--- src/rtl/find_first_pkg.sv ---
// Shared types and helpers for the 2D find-first-set mapping path.
// Latency: n/a (package only).
// Backpressure: n/a (package only).
package find_first_pkg;

    // Default map geometry. The builder and the scanner both use this shape.
    localparam int MAP_X_W = 7;
    localparam int MAP_Y_W = 5;

    // Index width for an N-entry dimension. The result is never less than 1 bit,
    // so a single-entry dimension still has a port.
    function automatic int clog2_min1(input int n);
        return (n <= 1) ? 1 : $clog2(n);
    endfunction

    typedef enum logic {
        FILL = 1'b0,
        HOLD = 1'b1
    } builder_state_e;

    // One bitmap row, bit x = column x.
    typedef logic [MAP_X_W-1:0] map_row_t;

endpackage

--- src/rtl/idx_to_onehot.sv ---
// Binary index to one-hot decoder with an in-range flag.
// Latency: combinational.
// Backpressure: none.
// Ports: idx (binary index), onehot (N bits, all zero when out of range), in_range (idx < N).
module idx_to_onehot #(
    parameter int N     = 7,
    parameter int IDX_W = 3
) (
    input  logic [IDX_W-1:0] idx,
    output logic [N-1:0]     onehot,
    output logic             in_range
);

    always_comb begin
        onehot = '0;
        for (int i = 0; i < N; i++) begin
            onehot[i] = (idx == IDX_W'(i));
        end
    end

    // Compare one bit wider so that N == 2**IDX_W does not wrap to zero.
    assign in_range = ({1'b0, idx} < (IDX_W+1)'(N));

endmodule

--- src/rtl/coord_map_2d_builder.sv ---
// Collects (X,Y) coordinate beats into a double-buffered bitmap and publishes completed frames.
// Latency: 1 cycle from the accepted last beat to MapValid when the output slot is free.
// Backpressure: CoordReady drops while a closed frame waits for a busy slot (HOLD) or during Abort.
// Ports: ACLK/ARESETn clock and async active-low reset; Coord* is the coordinate stream (valid/ready);
//        Abort discards the working frame; Map* is the output slot (valid/ready) with bitmap, count and error flag.
module coord_map_2d_builder
    import find_first_pkg::*;
#(
    parameter  int DATA_X_W = MAP_X_W,
    parameter  int DATA_Y_W = MAP_Y_W,
    localparam int IDX_X_W  = clog2_min1(DATA_X_W),
    localparam int IDX_Y_W  = clog2_min1(DATA_Y_W),
    localparam int CNT_W    = $clog2(DATA_X_W*DATA_Y_W+1)
) (
    input  logic                               ACLK,
    input  logic                               ARESETn,
    input  logic                               CoordValid,
    output logic                               CoordReady,
    input  logic [IDX_X_W-1:0]                 CoordX,
    input  logic [IDX_Y_W-1:0]                 CoordY,
    input  logic                               CoordLast,
    input  logic                               Abort,
    output logic                               MapValid,
    input  logic                               MapReady,
    output logic [DATA_Y_W-1:0][DATA_X_W-1:0]  MapOut,
    output logic [CNT_W-1:0]                   MapCnt,
    output logic                               MapErr
);

    builder_state_e state, state_nxt;

    logic [DATA_Y_W-1:0][DATA_X_W-1:0] work_map, next_map, wr_mask;
    logic [CNT_W-1:0]                  work_cnt, next_cnt;
    logic                              work_err, next_err;

    logic [DATA_X_W-1:0] onehot_x;
    logic [DATA_Y_W-1:0] onehot_y;
    logic                x_ok, y_ok;
    logic                accept, close, slot_free, transfer, is_new;

    idx_to_onehot #(.N(DATA_X_W), .IDX_W(IDX_X_W)) u_dec_x (
        .idx      (CoordX),
        .onehot   (onehot_x),
        .in_range (x_ok)
    );

    idx_to_onehot #(.N(DATA_Y_W), .IDX_W(IDX_Y_W)) u_dec_y (
        .idx      (CoordY),
        .onehot   (onehot_y),
        .in_range (y_ok)
    );

    assign CoordReady = (state == FILL) && !Abort;
    assign accept     = CoordValid && CoordReady;
    assign close      = accept && CoordLast;
    assign slot_free  = !MapValid || MapReady;

    // Both a fresh close with a free slot and a held frame meeting a consumer
    // handshake load the slot. Abort suppresses the HOLD transfer.
    assign transfer = (close && slot_free) ||
                      ((state == HOLD) && !Abort && MapValid && MapReady);

    always_comb begin
        wr_mask = '0;
        for (int y = 0; y < DATA_Y_W; y++) begin
            wr_mask[y] = onehot_x & {DATA_X_W{onehot_y[y] & accept}};
        end
    end

    // An out-of-range coordinate yields an all-zero mask, so it can never set a bit
    // or bump the count. A duplicate hits an already-set bit and is not counted.
    always_comb begin
        is_new   = |(wr_mask & ~work_map);
        next_map = work_map | wr_mask;
        next_cnt = work_cnt + {{(CNT_W-1){1'b0}}, is_new};
        next_err = work_err | (accept && !(x_ok && y_ok));
    end

    always_comb begin
        state_nxt = state;
        if (Abort) begin
            state_nxt = FILL;
        end else if ((state == FILL) && close && !slot_free) begin
            state_nxt = HOLD;
        end else if ((state == HOLD) && MapValid && MapReady) begin
            state_nxt = FILL;
        end
    end

    always_ff @(posedge ACLK or negedge ARESETn) begin
        if (!ARESETn) begin
            state    <= FILL;
            work_map <= '0;
            work_cnt <= '0;
            work_err <= 1'b0;
            MapValid <= 1'b0;
            MapOut   <= '0;
            MapCnt   <= '0;
            MapErr   <= 1'b0;
        end else begin
            state <= state_nxt;
            if (transfer) begin
                MapOut   <= next_map;
                MapCnt   <= next_cnt;
                MapErr   <= next_err;
                MapValid <= 1'b1;
                work_map <= '0;
                work_cnt <= '0;
                work_err <= 1'b0;
            end else begin
                if (MapValid && MapReady) begin
                    MapValid <= 1'b0;
                end
                if (Abort) begin
                    work_map <= '0;
                    work_cnt <= '0;
                    work_err <= 1'b0;
                end else if (accept) begin
                    // Includes a close into a busy slot: the merged frame parks here in HOLD.
                    work_map <= next_map;
                    work_cnt <= next_cnt;
                    work_err <= next_err;
                end
            end
        end
    end

endmodule

--- config.mk ---
export PLATFORM = sky130hd
export DESIGN_NAME = coord_map_2d_builder
export DESIGN_NICKNAME = d
export VERILOG_FILES = /design/src/rtl/find_first_pkg.sv /design/src/rtl/idx_to_onehot.sv /design/src/rtl/coord_map_2d_builder.sv
export SDC_FILE = /design/constraint.sdc
export NUM_CORES = 1
export LEC_CHECK = 0
export ABC_AREA = 1
export CAP_MARGIN = 25
export CELL_PAD_IN_SITES_DETAIL_PLACEMENT = 0
export CELL_PAD_IN_SITES_GLOBAL_PLACEMENT = 2
export CORE_MARGIN = 1.5
export CORE_UTILIZATION = 35
export CTS_BUF_LIST = sky130_fd_sc_hd__clkbuf_8
export CTS_CLUSTER_DIAMETER = 120
export CTS_CLUSTER_SIZE = 40
export DETAILED_ROUTE_END_ITERATION = 16
export PLACE_DENSITY = 0.8
export RECOVER_POWER = 100
export SKIP_CTS_REPAIR_TIMING = 1
export SLEW_MARGIN = 5
export SYNTH_ARGS = -nofsm -noshare
export SYNTH_HDL_FRONTEND = slang
export SYNTH_SLANG_ARGS = --single-unit
--- constraint.sdc ---
create_clock -name ACLK -period 2.65 [get_ports ACLK]
set_input_delay 0.3975 -clock ACLK [delete_from_list [all_inputs] [get_ports ACLK]]
set_output_delay 0.3975 -clock ACLK [all_outputs]
set_load 0.01 [all_outputs]
==> results.ini, run 1 <==
[synthesis]
synth_mux_area_share_pct = 0
yosys-top-cells-area = dfrtp_1 55%, nand2_1 8.0%, nor2_1 5.8%
yosys-top-cells-count = 86 x dfrtp_1, 84 x nand2_1, 61 x nor2_1
synth_top_area_share_pct = 54.55
syn-cell-area_um2 = 3945
ys_seq_elements = 86
synth.largest_area_cell = dfrtp_1
synth-simple-area-share_pct = 25.72
synth_xor_area_share_pct = 0.8880
postSynthAreaPerCell_um2 = 9.196
synth-edff-count = 0
synth_seq_area_share_pct = 54.55
synth_flop_cell = dfrtp_1
yosysWarnings = 0
yosysMostFrequentCell = dfrtp_1
syn_nets = 443
async_flop_share_pct = 100.0
synthCells = 429
synth_compound_area_share_pct = 10.69
synth_cell_type_count = 29
synth_adder_area_share_pct = 0.6343
synth_top_family_by_area = simple AND/OR/NAND/NOR gates

[grt]
grt_start_max_net_pins = 48
globalRouteMet3Util_pct = 3.407
grt_antenna_before_repair = 1
grt_pass1_vias = 3159
grt_pass1_wl_mm = 15.84
grt_usage_pct = 17.60
met1_usage_pct = 24.29
top_usage_layer = met2
grt.overflow.total = 0
gr-usage-met2_pct = 26.88

[critical_path]
slowest_stage = clkdlybuf4s50_1
cp_cell_sequence = clkdlybuf4s50_1 -> nor2_2 -> nand2_2 -> buf_12 -> nor2_8 -> nand2_1 -> o21ai_1 -> inv_1 -> nand2_2 -> nor2_1 -> nand3_1 -> ha_2 -> ha_1 -> nand3_1 -> xor2_2 -> a21oi_1 -> nor2_1
cp-end-kind = flip-flop
path_delay_family = simple AND/OR/NAND/NOR gates
cp.arrival_ns = 2.69
crit_path_start = Abort
crit_required_ns = 2.90
max_stage_delay_ns = 0.43
critPathLaunchType = input pin
worst-path-max-fanout = 11
critPathKind = input pin to flip-flop
timing.rr.start = state
critical_path_buf_inv_count = 3

[place]
port_buffers = 55
gp_congestion = 0.7822
dp_hpwl_mm = 6.645

[die]
die_width_um = 109.2
die_h_um = 109.2
initial_utilization_pct = 36.08
core.rowCount = 38
dieArea_um2 = 11920
core_area_um2 = 10940
ioPinCount = 56

[routing]
drc = 0
first_pass_iters = 4
drt_wl_total_mm = 9.291
final_antenna_net_count = 0
dr.first_iter.drc_count = 101
vias = 3160
viasPerCell = 4.723
wl_per_cell_um = 13.89

[timing]
fin_crit_sh_pct = 91.92
whs_ns = 0.4815
setup_tns_ns = 0
tightestPinTransition_ns = 2.227
finalSetupViolations = 0
slew_viol_final = 40
skew_ns = 0.009303
finalHoldViolCount = 0
rsz0062_at_grt = false
min_period_ns = 2.436
fmax_mhz = 410.5
max_slew_margin_pct = -48.44

[run]
drv_cap = 1

[run_status]
violations = capacitance limit, slew limit
outcome = finished, violations left

[finish]
area_growth_pct = 30.45
final_nets = 539
n_fill_cell = 1110
final_core_util_pct = 47.06
drive_gt1_share_pct = 16.29

[power]
leakagePower_nw = 2.610
ir_worst_vdd_v = 0.0002355
powerDensity_nw_per_um2 = 477.2
total_power_w = 0.002456

[clocking]
clock_latency_ns = 0.36
cts_tree = built
cts_root_buffer = clkbuf_8
clock_sinks = 86
cts_buffer_depth = 2
clkTransAtPathRegs_ns = 0.08
numCtsBuffers = 9
htree_levels = 3

[hold_path]
hold_path.startpoint = MapCnt[1]
hp-class = flip-flop to flip-flop

==> cells by family (layout without fill, tap and decap cells) <==
| group | count (synthesis) | count (layout) |
|---|---|---|
| buffers and inverters | 53 | 151 |
| AND/OR/NAND/NOR | 200 | 201 |
| other | 0 | 1 |
| XOR/XNOR | 4 | 4 |
| flip-flops | 86 | 86 |
| AO/OA/AOI/OAI | 84 | 84 |
| adder cells (fa/ha/maj) | 2 | 2 |
==> worst register-to-register path: stages (launching register included) <==
cell and delay (ns):
dfrtp_1 0.42, nor2_2 0.15, nand2_2 0.07, buf_12 0.16, nor2_8 0.20, nand2_1 0.07
o21ai_1 0.12, inv_1 0.06, nand2_2 0.05, nor2_1 0.04, nand3_1 0.11, ha_2 0.19
ha_1 0.18, nand3_1 0.13, xor2_2 0.18, a21oi_1 0.13, nor2_1 0.06
==> path summary, 6_finish.rpt <==
check / end / slack [ns] / depth (start not counted)
min reg2reg: MapCnt[1] / 0.48 / 2
max in group asynchronous: work_map[23] / 0.70 / 1
max: work_cnt[4] / 0.21 / 17
min in group asynchronous: work_err / 0.69 / 1
max reg2reg: work_cnt[4] / 0.24 / 16
min: MapCnt[1] / 0.48 / 2
==> routing by layer <==
metal | part of all wire (%) | wire length (µm) | vias to the layer above
li1 | - | - | 1576
met1 | 49 | 4534 | 1522
met2 | 46 | 4285 | 51
met3 | 3.3 | 307 | 11
met4 | 1.8 | 163 | 0
met5 | 0 | 0 | -
==> sequential cells by signal, summed over array words and instances (netlist names) <==
name,flops
work_map,35
MapOut,35
work_cnt,6
MapValid,1
work_err,1
MapErr,1
MapCnt,6
state,1
==> layout make-up <==
cell class | count | area, µm² | area share, %
Inverter | 32 | 122.6 | 2.383
Multi-Input combinational cell | 291 | 1536 | 29.86
Timing Repair Buffer | 105 | 987.2 | 19.18
Antenna cell | 1 | 2.502 | 0.04863
Clock buffer | 9 | 123.9 | 2.407
Clock inverter | 5 | 46.29 | 0.8996
Tap cell | 140 | 175.2 | 3.404
Sequential cell | 86 | 2152 | 41.82
==> report_power, final <==
part	leakage (nW)	total, W	switching (W)	internal (W)
combinational	1.31	0.000253	0.000152	0.000100
sequential	1.20	0.00134	0.00000972	0.00133
clock	0.0987	0.000865	0.000450	0.000414
total	2.61	0.00246	0.000612	0.00184
==> through the flow <==
stage	worst slack (ns)	cell area [µm²]	std cells
4_1_cts	0.06777	5102	667
6_report	0.2140	5146	669
5_1_grt	0.006600	5146	669
3_5_place_dp	-0.3097	4932	653
3_3_place_gp	-0.2321	4932	653
2_1_floorplan	0.4117	3945	429
==> cell usage in the layout, fill, tap and decap left out, types with 2 or more instances in the layout <==
| master | Yosys | layout |
|---|---|---|
| nor2_4 | 0 | 2 |
| nor2_2 | 2 | 3 |
| clkdlybuf4s50_1 | 0 | 4 |
| nand2_1 | 84 | 85 |
| buf_6 | 3 | 2 |
| nor2_8 | 5 | 5 |
| inv_1 | 27 | 31 |
| dfrtp_1 | 86 | 86 |
| buf_12 | 1 | 4 |
| nor2_1 | 61 | 59 |
| dlygate4sd3_1 | 0 | 44 |
| nor3_4 | 5 | 6 |
| dlymetal6s2s_1 | 0 | 6 |
| nand3b_1 | 16 | 16 |
| o21ai_1 | 38 | 7 |
| clkbuf_2 | 0 | 2 |
| buf_4 | 2 | 41 |
| clkbuf_8 | 0 | 9 |
| nand3_2 | 2 | 3 |
| o21ai_0 | 2 | 33 |
| clkinv_1 | 1 | 2 |
| xor2_1 | 4 | 3 |
| nand3_1 | 18 | 17 |
| a21oi_1 | 43 | 43 |
| nand2_2 | 3 | 2 |
Power figures use the tool's default switching activity.
==> inputs of run 2 (changes only) <==
--- a/config.mk
+++ b/config.mk
@@ -12,10 +12,9 @@
 export CORE_MARGIN = 1.5
 export CORE_UTILIZATION = 35
 export CTS_BUF_LIST = sky130_fd_sc_hd__clkbuf_8
-export CTS_CLUSTER_DIAMETER = 120
-export CTS_CLUSTER_SIZE = 40
+export CTS_CLUSTER_SIZE = 8
 export DETAILED_ROUTE_END_ITERATION = 16
-export PLACE_DENSITY = 0.8
+export PLACE_DENSITY_LB_ADDON = 0.1
 export RECOVER_POWER = 100
 export SKIP_CTS_REPAIR_TIMING = 1
 export SLEW_MARGIN = 5
==> run 2 against run 1 <==
  * The flow now finishes without violations
  * Die area unchanged
  * Global-route usage up 0.13 points
  * Non-clock buffer count up 6
  * First-iteration DRC count up 24%
  * Setup slack worse by 0.031 ns
  * Clock-buffer cell count up 1
  * Via count down 0.44%
  * Critical path depth unchanged
  * Register-to-register slack about the same
  * Largest cell class unchanged
  * Cell count up 1.0%
  * Maximum frequency down 1.2%
  * Clock skew up 0.0017 ns
==> results.ini, run 2 (synthesis results as in run 1) <==
[run_status]
outcome = finished, final reports clean

[critical_path]
path_delay_family = simple AND/OR/NAND/NOR gates
cpMostUsedCell = nand2_1
worst-path-max-fanout = 11
cp_cell_sequence = clkdlybuf4s50_1 -> nor2_2 -> nand2_1 -> buf_12 -> nor2_8 -> nand3b_1 -> nand2_1 -> nor2_2 -> nand2_1 -> nor2_1 -> nand3_1 -> ha_1 -> ha_1 -> nand3_1 -> xor2_1 -> a21oi_1 -> nor2_1
critPathKind = input pin to flip-flop
crit_cells = 17
critPathLaunchType = input pin
slowest_stage = clkdlybuf4s50_1
cp.arrival_ns = 2.76
critical_path_buf_inv_count = 2
cp-end-kind = flip-flop
rr_worst_depth = 16
crit_required_ns = 2.95
max_stage_delay_ns = 0.49

[grt]
grt_usage_pct = 17.72
grt_antenna_before_repair = 1
grt_pass1_vias = 3165
grt.overflow.total = 0
grt_pass1_wl_mm = 15.87
grt_start_max_net_pins = 81

[finish]
final_cell_area_um2 = 5199
n_fill_cell = 1070
reg.largest.list = MapOut x35, work_map x35
drive_gt1_share_pct = 17.20
final_nets = 544
area_growth_pct = 31.78
most-common-layout-cells = 86 x dfrtp_1, 86 x nand2_1, 60 x nor2_1, 48 x buf_4, 44 x dlygate4sd3_1
fin_cells = 676

[die]
core_area_um2 = 10940
core.rowCount = 38
initial_utilization_pct = 36.08
die_width_um = 109.2
die_h_um = 109.2
ioPinCount = 56
dieArea_um2 = 11920

[clocking]
cts_root_buffer = clkbuf_8
clock_sinks = 86
clkTransAtPathRegs_ns = 0.08
clock_latency_ns = 0.36
htree_levels = 3
numCtsBuffers = 9
cts_buffer_depth = 2
cts_tree = built

[timing]
setup_slack_ns = 0.1835
finalSetupViolations = 0
fin_crit_sh_pct = 93.08
finalHoldViolCount = 0
fmax_mhz = 405.4
max_slew_margin_pct = 18.67
tightestPinTransition_ns = 1.220
skew_ns = 0.01101
min_period_ns = 2.466
slew_viol_final = 0

[routing]
wl_per_cell_um = 14.02
dr.first_iter.drc_count = 125
drc = 0
first_pass_iters = 5
viasPerCell = 4.654
final_antenna_net_count = 0
vias = 3146
drt_wl_total_mm = 9.480

[power]
total_power_w = 0.002598
powerDensity_nw_per_um2 = 499.8
ir_worst_vdd_v = 0.0001997
leakagePower_nw = 2.630

[place]
gp_congestion = 0.7705
dp_hpwl_mm = 6.748
dp_worst_setup_slack_ns = -0.2864
placed_cell_area_um2 = 4975
port_buffers = 55
dp_cells = 657

[hold_path]
hp-class = input pin to asynchronous set/reset pin

[run]
drv_cap = 0

## run 2: cell types whose count changed in the layout (fill, tap and decap cells not counted), moves of 2 or more
cell,previous run,this run
buf_4,41,48
clkdlybuf4s50_1,4,7
dlymetal6s2s_1,6,3
o21ai_1,7,11
inv_2,1,3
nor2_4,2,0
o21ai_0,33,29
inv_1,31,29
## run 2: final timing paths
kind / slack (ns) / startpoint / end
worst max register to register: 0.24 / state / work_cnt[4]
min in group ACLK: 0.48 / MapCnt[0] / MapCnt[0]
worst min register to register: 0.48 / MapCnt[0] / MapCnt[0]
max in group asynchronous: 0.76 / ARESETn / work_map[23]
worst min-delay path: 0.28 / ARESETn / MapOut[9]
worst max-delay path: 0.18 / Abort / work_cnt[4]
## run 2: metrics by stage
stage / hold slack (ns) / util, % / setup TNS (ns)
6_report: 0.2763 / 47.54 / 0
2_1_floorplan: 0.1019 / - / 0
3_5_place_dp: 0.4634 / 45.49 / -1.923
5_1_grt: 0.3723 / 47.52 / -0.01251
3_3_place_gp: 0.4611 / 45.49 / -2.013
4_1_cts: 0.06891 / 47.47 / 0
## run 2: worst reg2reg max path, cell delays in order (launching register included)
cell,delay [ns]
dfrtp_1,0.41
nor2_2,0.13
nand2_1,0.09
buf_12,0.17
nor2_8,0.20
nand3_1,0.13
nand2_1,0.11
nor2_1,0.05
nand2_1,0.05
nor2_1,0.04
nand3_1,0.09
ha_1,0.18
ha_1,0.19
nand3_1,0.10
xor2_1,0.17
a21oi_1,0.14
nor2_1,0.06
## run 2: layout make-up
type                       instances  area (µm²)  area share (%)
sequential                        86        2152           41.40
clock inverter                     6       78.83           1.516
tap                              140       175.2           3.369
multi-input combinational        290        1505           28.95
timing repair buffer             111        1025           19.71
antenna                            1       2.502         0.04813
inverter                          32       122.6           2.359
clock buffer                      10       137.6           2.647
## run 2: metal layers
| layer | track usage, % | vias up | part of all wire [%] |
|---|---|---|---|
| li1 | - | 1589 | - |
| met1 | 23.98 | 1486 | 49 |
| met2 | 27.72 | 58 | 45 |
| met3 | 3.467 | 13 | 4.1 |
| met4 | 7.331 | 0 | 1.7 |
| met5 | 0 | - | 0 |
## run 2: power breakdown
group	switching [W]	leakage, nW	internal [W]
sequential	0.00000953	1.20	0.00133
clock	0.000460	0.116	0.000547
combinational	0.000150	1.32	0.000102
